[config.mk]
export PLATFORM = sky130hd
export DESIGN_NAME = delay_timer_arb
export DESIGN_NICKNAME = d
export VERILOG_FILES = /design/src/rtl/delay_timer_arb.sv
export SDC_FILE = /design/constraint.sdc
export NUM_CORES = 1
export LEC_CHECK = 0
export CORE_MARGIN = 8
export CORE_UTILIZATION = 40
export DETAILED_ROUTE_END_ITERATION = 10
export GPL_TIMING_DRIVEN = 0
export PLACE_DENSITY = 0.74
export SETUP_SLACK_MARGIN = 0.3
export SLEW_MARGIN = 15
export SYNTH_ARGS = -nofsm -noshare
export SYNTH_HDL_FRONTEND = slang
export SYNTH_SLANG_ARGS = --single-unit
[constraint.sdc]
create_clock -name clk -period 6.4 [get_ports clk]
set_input_delay 1.28 -clock clk [delete_from_list [all_inputs] [get_ports clk]]
set_output_delay 1.28 -clock clk [all_outputs]
set_load 0.05 [all_outputs]
[src/rtl/delay_timer_arb.sv]
// Round-robin arbiter in front of one shared tick-based delay timer.
// Optional owner-abort support is enabled by defining DTA_ABORT_EN.
module delay_timer_arb #(
  parameter int unsigned NREQ       = 4,
  parameter int unsigned DW         = 8,
  parameter int unsigned TICK_VALUE = 20000000
) (
  input  logic              clk,
  input  logic              rstn,
  input  logic [NREQ-1:0]   req,
  input  logic [NREQ*DW-1:0] delay,
  output logic [NREQ-1:0]   grant,
  output logic [NREQ-1:0]   done,
  output logic [NREQ-1:0]   aborted,
  output logic              busy
);

  localparam int unsigned PW = (TICK_VALUE > 1) ? $clog2(TICK_VALUE) : 1;
  localparam int unsigned IW = (NREQ > 1) ? $clog2(NREQ) : 1;

  typedef enum logic [1:0] {StIdle, StRun, StDone} state_e;

  state_e          state_q, state_d;
  logic [IW-1:0]   owner_q, owner_d;
  logic [IW-1:0]   ptr_q, ptr_d;
  logic [PW-1:0]   presc_q, presc_d;
  logic [DW-1:0]   cnt_q, cnt_d;
  logic [NREQ-1:0] owner_oh;

  logic            found;
  logic [IW-1:0]   win;
  logic [IW-1:0]   idx;
  logic [DW-1:0]   win_delay;

  // Search starts one past the last winner so the last winner ranks last.
  always_comb begin
    found = 1'b0;
    win   = ptr_q;
    idx   = ptr_q;
    for (int unsigned k = 1; k <= NREQ; k++) begin
      idx = IW'((32'(ptr_q) + k) % NREQ);
      if (!found && req[idx]) begin
        found = 1'b1;
        win   = idx;
      end
    end
  end

  assign win_delay = delay[win*DW +: DW];
  assign owner_oh  = NREQ'(1) << owner_q;

`ifdef DTA_ABORT_EN
  logic [NREQ-1:0] aborted_q, aborted_d;
  assign aborted = aborted_q;
`else
  assign aborted = '0;
`endif

  always_comb begin
    state_d = state_q;
    owner_d = owner_q;
    ptr_d   = ptr_q;
    presc_d = presc_q;
    cnt_d   = cnt_q;
`ifdef DTA_ABORT_EN
    aborted_d = '0;
`endif
    unique case (state_q)
      StIdle: begin
        if (found) begin
          owner_d = win;
          ptr_d   = win;
          cnt_d   = win_delay;
          presc_d = '0;
          state_d = (win_delay == '0) ? StDone : StRun;
        end
      end
      StRun: begin
`ifdef DTA_ABORT_EN
        if (!req[owner_q]) begin
          state_d   = StIdle;
          aborted_d = owner_oh;
        end else
`endif
        if (presc_q == PW'(TICK_VALUE - 1)) begin
          presc_d = '0;
          if (cnt_q <= DW'(1)) begin
            cnt_d   = '0;
            state_d = StDone;
          end else begin
            cnt_d = cnt_q - DW'(1);
          end
        end else begin
          presc_d = presc_q + PW'(1);
        end
      end
      StDone: state_d = StIdle;
      default: state_d = StIdle;
    endcase
  end

  always_ff @(posedge clk) begin
    if (!rstn) begin
      state_q <= StIdle;
      owner_q <= '0;
      ptr_q   <= IW'(NREQ - 1);
      presc_q <= '0;
      cnt_q   <= '0;
`ifdef DTA_ABORT_EN
      aborted_q <= '0;
`endif
    end else begin
      state_q <= state_d;
      owner_q <= owner_d;
      ptr_q   <= ptr_d;
      presc_q <= presc_d;
      cnt_q   <= cnt_d;
`ifdef DTA_ABORT_EN
      aborted_q <= aborted_d;
`endif
    end
  end

  assign busy  = (state_q != StIdle);
  assign grant = busy ? owner_oh : '0;
  assign done  = (state_q == StDone) ? owner_oh : '0;

endmodule

==> metrics.log, run 1 <==
[metrics] register clock-pin slew on the reported worst setup and hold paths: 0.08 ns
[metrics] buffer cell driving the clock tree root: clkbuf_8
[metrics] max-slew violation total from the final report: 0
[metrics] number of antenna violations at the first check in global routing: 0
[metrics] number of gates resized after cts: 0
[metrics] element type at the critical path start: input port
[metrics] floorplan die width: 93.4 um
[metrics] category of the most critical setup path: input port to flip-flop
[metrics] Yosys reg bits: 39
[metrics] Setup Viol. Count Final: 0
[metrics] count of yosys warnings during synthesis: 0
[metrics] total inserted antenna cells: 0
[metrics] number of buffers added by the clock tree synthesis step: 5
[metrics] net switching fraction of the power: between 30% and 40%
[metrics] number of cell rows: 28
[metrics] synthesized area per cell: 8.27 um2
[metrics] post-detailed-placement half-perimeter wirelength: 4560 um
[metrics] f_max: 0.286 GHz
[metrics] static leakage power: 1.19 nW
[metrics] wire length of the first global-routing pass: a little over 10,000 um
[metrics] total routing resource utilization after global routing: 14.0%
[metrics] power density over the cells: 308 mW/mm2
[metrics] leading register cell type out of synthesis: dfxtp_1
[metrics] full die area: between 0.008 and 0.009 mm2
[metrics] Worst-Margin Slew: 0.669 ns
[metrics] Top Ports: 51
[metrics] die outline height: 93.4 um
[metrics] Area growth, synth to finish: 28.3%
[metrics] proportion of power drawn by the clock network: 22.0%
[metrics] vias in the first global route: roughly 2,200
[metrics] fraction of the yosys area taken by sequential cells: 32.6%
[metrics] RSZ-0062 raised after global routing: no
[metrics] Worst Hold Margin: around 0.5 ns
[metrics] GR Overflow Total: 0
[metrics] maximum buffer depth of the clock tree: 2
[metrics] CP Capture Type: flip-flop
[metrics] proportion of layout cells with a drive suffix above 1: approximately 7.5%
[metrics] largest net degree at the start of global routing: 14
[metrics] maximum vdd drop: around 0.14 mV
[metrics] fraction of power consumed by sequential logic: 33.1%
[metrics] first drt pass iteration count: 4
[metrics] I/O Buffers: 46
[metrics] total via count in the routed design: 2,226
[metrics] layout net count: 387
[metrics] clock network latency to the later pin of the worst-skew pair: 0.30 ns
[metrics] Max FO, Critical Path: 10
[metrics] register area: slightly below 800 um2
[metrics] gp weighted congestion: 0.861
[metrics] worst clock skew on the final layout: 0.0146 ns
[metrics] cell internal pwr: 0.575 mW
[metrics] combined area of the multi-input logic cells: roughly 0.0015 mm2
[metrics] synth unique cells: 47
[metrics] Critical Path AT: 3.72 ns
[metrics] vias per std cell: 5.27
[metrics] worst hold path type: flip-flop to flip-flop
[metrics] initial cell density of the core: 41.0%
[metrics] Placeable Area: 0.00585 mm2
[metrics] remaining design rule violation count: 0
[metrics] Req. time, crit path: between 6 and 7 ns
[metrics] EDFF count, synth: 0
[metrics] Final Hold Violating Endpoints: 0
[metrics] number of max-cap violations: 0
[metrics] combinational fraction of design power: 45.0%
[metrics] number of clock sinks: 39
[metrics] net switching power: about 0.37 mW
[metrics] count of H-tree levels built during CTS: 2
[metrics] Mapped Area: approximately 0.0024 mm2
[metrics] Mapped Cells: 290
[metrics] Period minus WS final: 3.50 ns
[metrics] number of DRC violations after detailed-routing iteration 0: 58
[metrics] cts-stage hold buffer count: 0
[metrics] drt total wl: between 5000 and 6000 um
[metrics] result of the run: finished clean
[metrics] Fin Setup TNS: 0 ns
[metrics] CTS tree: yes
[metrics] Final ANT Viol Nets: 0
[metrics] fraction of registers with async set or reset after synthesis: 0%
[metrics] Layout fillers: around 580
[metrics] period utilization: 54.6%
[metrics] headroom to the max-slew limit: 55.0%
[metrics] Routed wire per std cell: 14.0 um
[metrics] Post-CTS Setup Bufs: 0
==> per-layer routing <==
layer	GRT usage (%)	share of wire [%]	up-vias
met1	17.3	46	1022
li1	-	-	1132
met3	4.41	8.4	6
met4	4.16	0.88	0
met5	0	0	-
met2	22.7	45	66
==> power by group through the flow <==
stage	Sequential (mW)	Combinational [mW]	Clock (mW)
floorplan	0.308	0.326	0
global placement	0.315	0.418	0
detailed placement	0.317	0.426	0
CTS	0.312	0.427	0.211
global route	0.319	0.470	0.221
finish	0.313	0.425	0.208
==> final cells by class <==
| class | instances | area share (%) |
|---|---|---|
| timing repair buffer | 46 | 15.0 |
| tap | 75 | 3.05 |
| inverter | 5 | 0.610 |
| multi-input combinational | 235 | 49.2 |
| clock inverter | 3 | 1.42 |
| sequential | 39 | 25.4 |
| buffer | 14 | 3.13 |
| clock buffer | 5 | 2.24 |
==> path summary, 6_finish.rpt <==
path | start | end | slack [ns] | cells past startpoint
setup / recovery | req[3] | presc_q[0] | 2.90 | 8
hold / removal | cnt_q[5] | cnt_q[5] | 0.50 | 2
setup reg to reg | ptr_q[1] | state_q[0] | 3.99 | 10
hold reg to reg | cnt_q[5] | cnt_q[5] | 0.50 | 2
==> critical path, stage by stage <==
cell             delay [ns]
clkdlybuf4s50_1        0.48
nor4_1                 0.64
a21oi_1                0.30
buf_2                  0.27
nand2_1                0.21
nand2_1                0.20
buf_4                  0.23
nor2_1                 0.11
==> cells in the final DEF (no fill, tap or decap), types with 2 or more instances in the layout <==
cell type	synthesis	routed
xnor2_1	6	6
clkdlybuf4s50_1	0	46
o211ai_1	6	6
and3_1	4	4
a21o_1	2	2
or3_1	2	2
nand2_1	32	32
xor2_1	16	16
dfxtp_1	39	39
o21ai_0	8	8
nor4_1	8	8
a21boi_1	3	3
inv_1	5	5
nand4_1	7	7
buf_2	2	2
conb_1	1	4
buf_4	9	9
mux2i_1	26	26
and4_1	2	2
nand2b_1	9	9
o211a_1	3	3
nor2_1	43	43
nor3_1	9	9
a21oi_1	8	8
clkbuf_8	0	5
nor2b_1	2	2
clkbuf_1	2	2
nand3_1	12	12
ha_1	3	3
nand3b_1	2	2
==> stage by stage <==
| step | cell area [um2] | power (mW) | cells | util (%) | worst slack, ns |
|---|---|---|---|---|---|
| floorplan | 2410 | 0.634 | 293 | - | 3.46 |
| global placement | 2960 | 0.733 | 414 | 50.6 | 2.64 |
| detailed placement | 2960 | 0.743 | 414 | 50.6 | 2.61 |
| CTS | 3080 | 0.950 | 422 | 52.6 | 2.90 |
| global route | 3080 | 1.01 | 422 | 52.6 | 2.59 |
| finish | 3080 | 0.946 | 422 | 52.6 | 2.90 |
==> Yosys cell counts, types with 5 or more instances <==
library cell	count	area (um2)
nand2b_1	9	56.3
nand2_1	32	120
xnor2_1	6	52.6
nor4_1	8	50.1
mux2i_1	26	260
o21ai_0	8	40.0
buf_4	9	67.6
nand4_1	7	43.8
inv_1	5	18.8
nand3_1	12	60.1
xor2_1	16	140
a21oi_1	8	40.0
dfxtp_1	39	781
nor3_1	9	45.0
o211ai_1	6	45.0
nor2_1	43	161
==> registers in the layout, summed over array words and instances (netlist names) <==
signal / count
state_q: 2
owner_q: 2
cnt_q: 8
ptr_q: 2
presc_q: 25
==> cell families (layout without fill, tap and decap cells) <==
| kind of cell | Yosys count | in the layout | synth area share [%] |
|---|---|---|---|
| fa+ha+maj | 3 | 3 | 1.57 |
| xor+xnor | 22 | 22 | 8.04 |
| other cells | 1 | 4 | 0.156 |
| compound gates | 41 | 41 | 12.9 |
| buf+inv | 19 | 73 | 4.80 |
| simple gates | 139 | 139 | 29.1 |
| flops | 39 | 39 | 32.6 |
| mux | 26 | 26 | 10.9 |
Power figures use the tool's default switching activity.
==> run 2: changes to the inputs <==
- clock period: 6.4 -> 3.66 ns (I/O delays scaled with it)
==> results of run 2 <==
The final DEF is identical to that of run 1. Status: finished clean.
Among the figures that moved: setup slack after placement 2.61 ns -> 0.421 ns; setup slack after layout 2.90 ns -> 0.711 ns; register-to-register setup slack 3.99 ns -> 1.25 ns; total power 0.946 mW -> 1.65 mW; worst IR drop on VDD 0.137 mV -> 0.240 mV
==> run 3: changes to the inputs <==
- clock period: 3.66 -> 3 ns (I/O delays scaled with it)
==> metrics.log, run 3 (synthesis results as in run 1) <==
[metrics] combinational fraction of design power: 46.2% (was 45.0%)
[metrics] proportion of power drawn by the clock network: 21.5% (was 22.0%)
[metrics] post-route worst setup slack: 0.453 ns (was 0.711 ns)
[metrics] total inserted antenna cells: 0 (unchanged)
[metrics] RSZ-0062 raised after global routing: no (unchanged)
[metrics] floorplan die width: 93.4 um (unchanged)
[metrics] Fin Setup TNS: 0 ns (unchanged)
[metrics] worst reg2reg endpoint: presc_q[0] (was state_q[0])
[metrics] element type at the critical path start: input port (unchanged)
[metrics] number of DRC violations after detailed-routing iteration 0: 54 (was 58)
[metrics] headroom to the max-slew limit: 62.6% (was 55.0%)
[metrics] maximum vdd drop: 0.301 mV (was 0.240 mV)
[metrics] number of max-cap violations: 0 (unchanged)
[metrics] vias per std cell: 5.29 (was 5.27)
[metrics] I/O Buffers: 46 (unchanged)
[metrics] buffer cell driving the clock tree root: clkbuf_8 (unchanged)
[metrics] top flop regs: presc_q: 25 flops, cnt_q: 8 flops (unchanged)
[metrics] power density over the cells: 655 mW/mm2 (was 538 mW/mm2)
[metrics] CTS tree: yes (unchanged)
[metrics] total routing resource utilization after global routing: 14.0% (about the same)
[metrics] clock network latency to the later pin of the worst-skew pair: 0.30 ns (about the same)
[metrics] wire length of the first global-routing pass: 10,100 um (about the same)
[metrics] vias in the first global route: 2,181 (was 2,177)
[metrics] Layout Utilization: 54.0% (was 52.6%)
[metrics] reg-to-reg critical path startpoint: presc_q[14] (was ptr_q[1])
[metrics] maximum buffer depth of the clock tree: 2 (unchanged)
[metrics] largest reg by FF count: presc_q (unchanged)
[metrics] instance area at placement: 0.00296 mm2 (unchanged)
[metrics] Final ANT Viol Nets: 0 (unchanged)
[metrics] fraction of power consumed by sequential logic: 32.3% (was 33.1%)
[metrics] cell internal pwr: 1.26 mW (was 1.01 mW)
[metrics] Period minus WS final: around 2.5 ns
[metrics] Buf+Inv Stages, Crit Path: 3 (unchanged)
[metrics] fin cells: 426 (was 422)
[metrics] drt total wl: 6000 um (was 5930 um)
[metrics] worst clock skew on the final layout: 0.0157 ns (was 0.0146 ns)
[metrics] static leakage power: 1.24 nW (was 1.19 nW)
[metrics] final design instance area without fill: 0.00316 mm2 (was 0.00308 mm2)
[metrics] gp weighted congestion: 0.861 (unchanged)
[metrics] slowest stage cell, crit path: clkdlybuf4s50_1 (was nor4_1)
[metrics] Setup Viol. Count Final: 0 (unchanged)
[metrics] Req. time, crit path: 3.19 ns (was 3.88 ns)
[metrics] worst hold path type: flip-flop to flip-flop (unchanged)
[metrics] number of buffers added by the clock tree synthesis step: 5 (unchanged)
[metrics] flip-flop count of the largest register after layout: 25 (unchanged)
[metrics] remaining design rule violation count: 0 (unchanged)
[metrics] layout net count: 391 (was 387)
[metrics] f_max: approximately 0.39 GHz
[metrics] setup slack of the most critical reg-to-reg path: 0.73 ns (was 1.25 ns)
[metrics] Worst-Margin Slew: 0.558 ns (was 0.669 ns)
[metrics] full die area: 0.00873 mm2 (unchanged)
[metrics] post-detailed-placement half-perimeter wirelength: 4560 um (unchanged)
[metrics] instance count on the critical path: 10 (was 8)
[metrics] Slowest Stage Delay on Critical Path: 0.55 ns (was 0.64 ns)
[metrics] number of antenna violations at the first check in global routing: 0 (unchanged)
[metrics] Critical Path AT: 2.74 ns (was 3.17 ns)
[metrics] Placeable Area: 0.00585 mm2 (unchanged)
[metrics] total via count in the routed design: 2,253 (was 2,226)
[metrics] proportion of layout cells with a drive suffix above 1: 10.3% (was 7.49%)
[metrics] length in cells of the worst reg-to-reg path: 7 (was 10)
[metrics] Worst Hold Margin: 0.494 ns (was 0.497 ns)
[metrics] net switching power: 0.810 mW (was 0.648 mW)
[metrics] first element of the critical path: req[2] (was req[3])
[metrics] Area growth, synth to finish: 31.7% (was 28.3%)
[metrics] initial cell density of the core: 41.0% (unchanged)
[metrics] register clock-pin slew on the reported worst setup and hold paths: 0.09 ns (was 0.08 ns)
[metrics] period utilization: 84.9%
[metrics] largest net degree at the start of global routing: 14 (unchanged)
[metrics] crit path cell chain: clkdlybuf4s50_1 > nor3_1 > a31oi_1 > buf_4 > buf_6 > mux2i_1 > mux2i_1 > nor4_2 > a21oi_2 > o211a_1 (was clkdlybuf4s50_1 > nor4_1 > a21oi_1 > buf_2 > nand2_1 > nand2_1 > buf_4 > nor2_1)
[metrics] Max FO, Critical Path: 10 (unchanged)
[metrics] most frequent cells in the layout: nor2_1 (43), clkdlybuf4s50_1 (43), dfxtp_1 (39), nand2_1 (32), mux2i_1 (26) (was clkdlybuf4s50_1 (46), nor2_1 (43), dfxtp_1 (39), nand2_1 (32), mux2i_1 (26))
[metrics] Post-Place Cells: 414 (unchanged)
[metrics] die outline height: 93.4 um (unchanged)
[metrics] number of cell rows: 28 (unchanged)
[metrics] most prevalent standard cell on the critical path: mux2i_1 (was nand2_1)
[metrics] Routed wire per std cell: 14.1 um (was 14.0 um)
[metrics] Top Family by Delay on Critical Path: buffers and inverters (was simple AND/OR/NAND/NOR gates)
[metrics] result of the run: finished clean (unchanged)
[metrics] count of H-tree levels built during CTS: 2 (unchanged)
[metrics] post-layout total power: 2.07 mW (was 1.65 mW)
[metrics] worst slack, placed: -0.107 ns (was 0.421 ns)
[metrics] Top Ports: 51 (unchanged)
[metrics] category of the most critical setup path: input port to flip-flop (unchanged)
[metrics] Final Hold Violating Endpoints: 0 (unchanged)
[metrics] capture point of the worst path: state_q[0] (was presc_q[0])
[metrics] max-slew violation total from the final report: 0 (unchanged)
[metrics] first drt pass iteration count: 4 (unchanged)
[metrics] number of clock sinks: 39 (unchanged)
[metrics] net switching fraction of the power: 39.2% (about the same)
[metrics] CP Capture Type: flip-flop (unchanged)
[metrics] GR Overflow Total: 0 (unchanged)
run 3: changes by cell type in the layout (fill, tap and decap cells not counted), sizes merged:
cell | previous run | this run
buf | 12 | 16
clkdlybuf4s50 | 46 | 43
dlymetal6s2s | 0 | 3
run 3: cell type report:
cell class                 count  area [um2]
timing repair buffer          50         498
clock inverter                 3        43.8
fill                         566        2690
inverter                       5        18.8
tap                           75        93.8
multi-input combinational    235        1550
sequential                    39         781
clock buffer                   5        68.8
buffer                        14         100
run 3: worst reg2reg max path, cell delays in order, from the launching register on:
cell and delay, ns:
dfxtp_1 0.35, or4b_4 0.55, nor4b_4 0.32, a31o_4 0.24
nand2_1 0.17, nand2_1 0.24, buf_4 0.22, nor2_1 0.06
run 3: power by group through the flow:
stage	Combinational (mW)	Sequential (mW)	Clock, mW
global placement	0.891	0.673	0
floorplan	0.695	0.658	0
detailed placement	0.908	0.676	0
finish	0.955	0.667	0.445
CTS	0.920	0.665	0.450
global route	1.05	0.680	0.472
run 3: worst min path at each step:
stage                start           to  slack, ns  cells after the start
2_1_floorplan     cnt_q[5]     cnt_q[5]       0.46                      2
3_3_place_gp      cnt_q[5]     cnt_q[5]       0.47                      2
3_5_place_dp      cnt_q[5]     cnt_q[5]       0.48                      2
4_1_cts           cnt_q[5]     cnt_q[5]       0.50                      2
5_1_grt        presc_q[20]  presc_q[20]       0.55                      2
6_report          cnt_q[5]     cnt_q[5]       0.49                      2
run 3: layer usage:
layer	global-route usage (%)	part of all wire, %	up-vias
met3	4.41	7.9	6
met5	0	0	-
met4	4.16	0.87	0
met1	17.3	46	1035
li1	-	-	1138
met2	22.7	45	74
run 3: repair_timing:
action / CTS / global route
pin swaps: 0 / 1
setup endpoints to repair: 21 / 22
setup buffers: 0 / 4
hold buffers: 0 / 0
gates resized for setup: 3 / 8
==> variant (settings of run 3) <==
Add a define of `DTA_ABORT_EN`.
--- a/src/rtl/delay_timer_arb.sv
+++ b/src/rtl/delay_timer_arb.sv
@@ -1,5 +1,7 @@
 // Round-robin arbiter in front of one shared tick-based delay timer.
 // Optional owner-abort support is enabled by defining DTA_ABORT_EN.
+`define DTA_ABORT_EN
+
 module delay_timer_arb #(
   parameter int unsigned NREQ       = 4,
   parameter int unsigned DW         = 8,
Behaviour: not the same (Yosys sat finds a counterexample within 4 cycles, from zero or initial values and one cycle with rstn low).
==> variant against run 3 <==
  * Routed wire length is 12% higher
  * Cell area is 4.2% higher
  * Critical endpoint is now done[0]
  * Sequential cell count is 4 higher
  * Area after synthesis is 5.8% higher
  * Sequential power is 9.7% higher
  * Core utilization is 1.3 points lower
  * Power is 20% higher
  * Worst hold slack worse by 0.0042 ns
  * Sequential share of layout area is 1.4 points higher
  * Setup slack worse by 0.018 ns
  * Fmax is 0.69% lower
  * Cell count is 4.2% higher
  * Via count is 6.9% higher
  * Combinational power is 35% higher
==> variant: results (changes against run 3) <==
run status=finished, final reports clean; Reg2Reg Depth=8 (+1); Placer Congestion=0.888 (+3.2%); buffer share of cell area=0.187 (-0.00262); met3 Usage GRT=0.0394 (-0.00470); met1 GRT Util=0.183 (+0.00997); clock network area share=0.0342 (-0.00143); share of cells above drive strength 1=0.0845 (-0.0181); Inverters, non-clock=9 (+4); final setup margin=0.435 ns (-0.0177 ns); largest net degree at the start of global routing=15 (+1); adder-cell area share of the yosys netlist=0.0148 (-0.000865); Slew HR=0.585 (-0.0410); VDD IR-drop max=0.000517 V (+72%); CP peak stage delay=0.85 ns (+0.30 ns); DR iter-0 viols=93 (+72%); first-pass GRT wire length=11000 um (+8.7%); sequential cell count=43 (+10%); Leakage=1.27 nW (+2.0%); DR vias/cell=5.42 (+2.5%); Layout Nets=407 (+4.1%); Compound-Gate Fraction of Synth Area=0.148 (+0.0190); DP Worst Slack=-0.271 ns (-0.164 ns); routed wire length per instance=15.1 um (+7.2%); met2 global-route usage=0.245 (+0.0178); Setup crit end=done[0]; WHS Endpoint=presc_q[7]; fill count=586 (+3.5%); vias in the first global route=2378 (+9.0%); synth top area cells=dfxtp_1, mux2i_1, nor2_1, xor2_1, nand2_1; r2r startpoint=presc_q[0]; Metal-1 WL=3070 um (+10%); CP arrival=1.97 ns (-0.77 ns); met2 routed WL=2970 um (+10%); mux cell area share after synthesis=0.115 (+0.00683); multi-input gates=243 (+3.4%); FF-to-FF End=cnt_q[1]
==> variant: cell types whose count changed after synthesis, sizes merged, moves of 4 or more <==
| cell | change |
|---|---|
| a21boi | -4 |
| nand2 | -7 |
| nor4 | -5 |
| a21oi | +7 |
| buf | -5 |
| o21ai | +6 |
| a211oi | +5 |
| o211ai | -6 |
| dfxtp | +4 |
| inv | +4 |
| a31oi | +5 |
==> variant: stage by stage <==
stage / hold slack (ns) / instance area (sq um) / cells / power (mW)
after floorplan: 0.439 / 2540 / 307 / 1.68
after global placement: 0.467 / 3120 / 433 / 1.96
after detailed placement: 0.464 / 3120 / 433 / 1.98
after CTS: 0.485 / 3260 / 443 / 2.47
after global routing: 0.533 / 3290 / 444 / 2.66
final: 0.490 / 3290 / 444 / 2.49
==> variant: report_power, final <==
group	leakage (nW)	internal [mW]	switching [mW]
sequential	0.350	0.657	0.0757
combinational	0.861	0.542	0.752
clock	0.0581	0.248	0.214
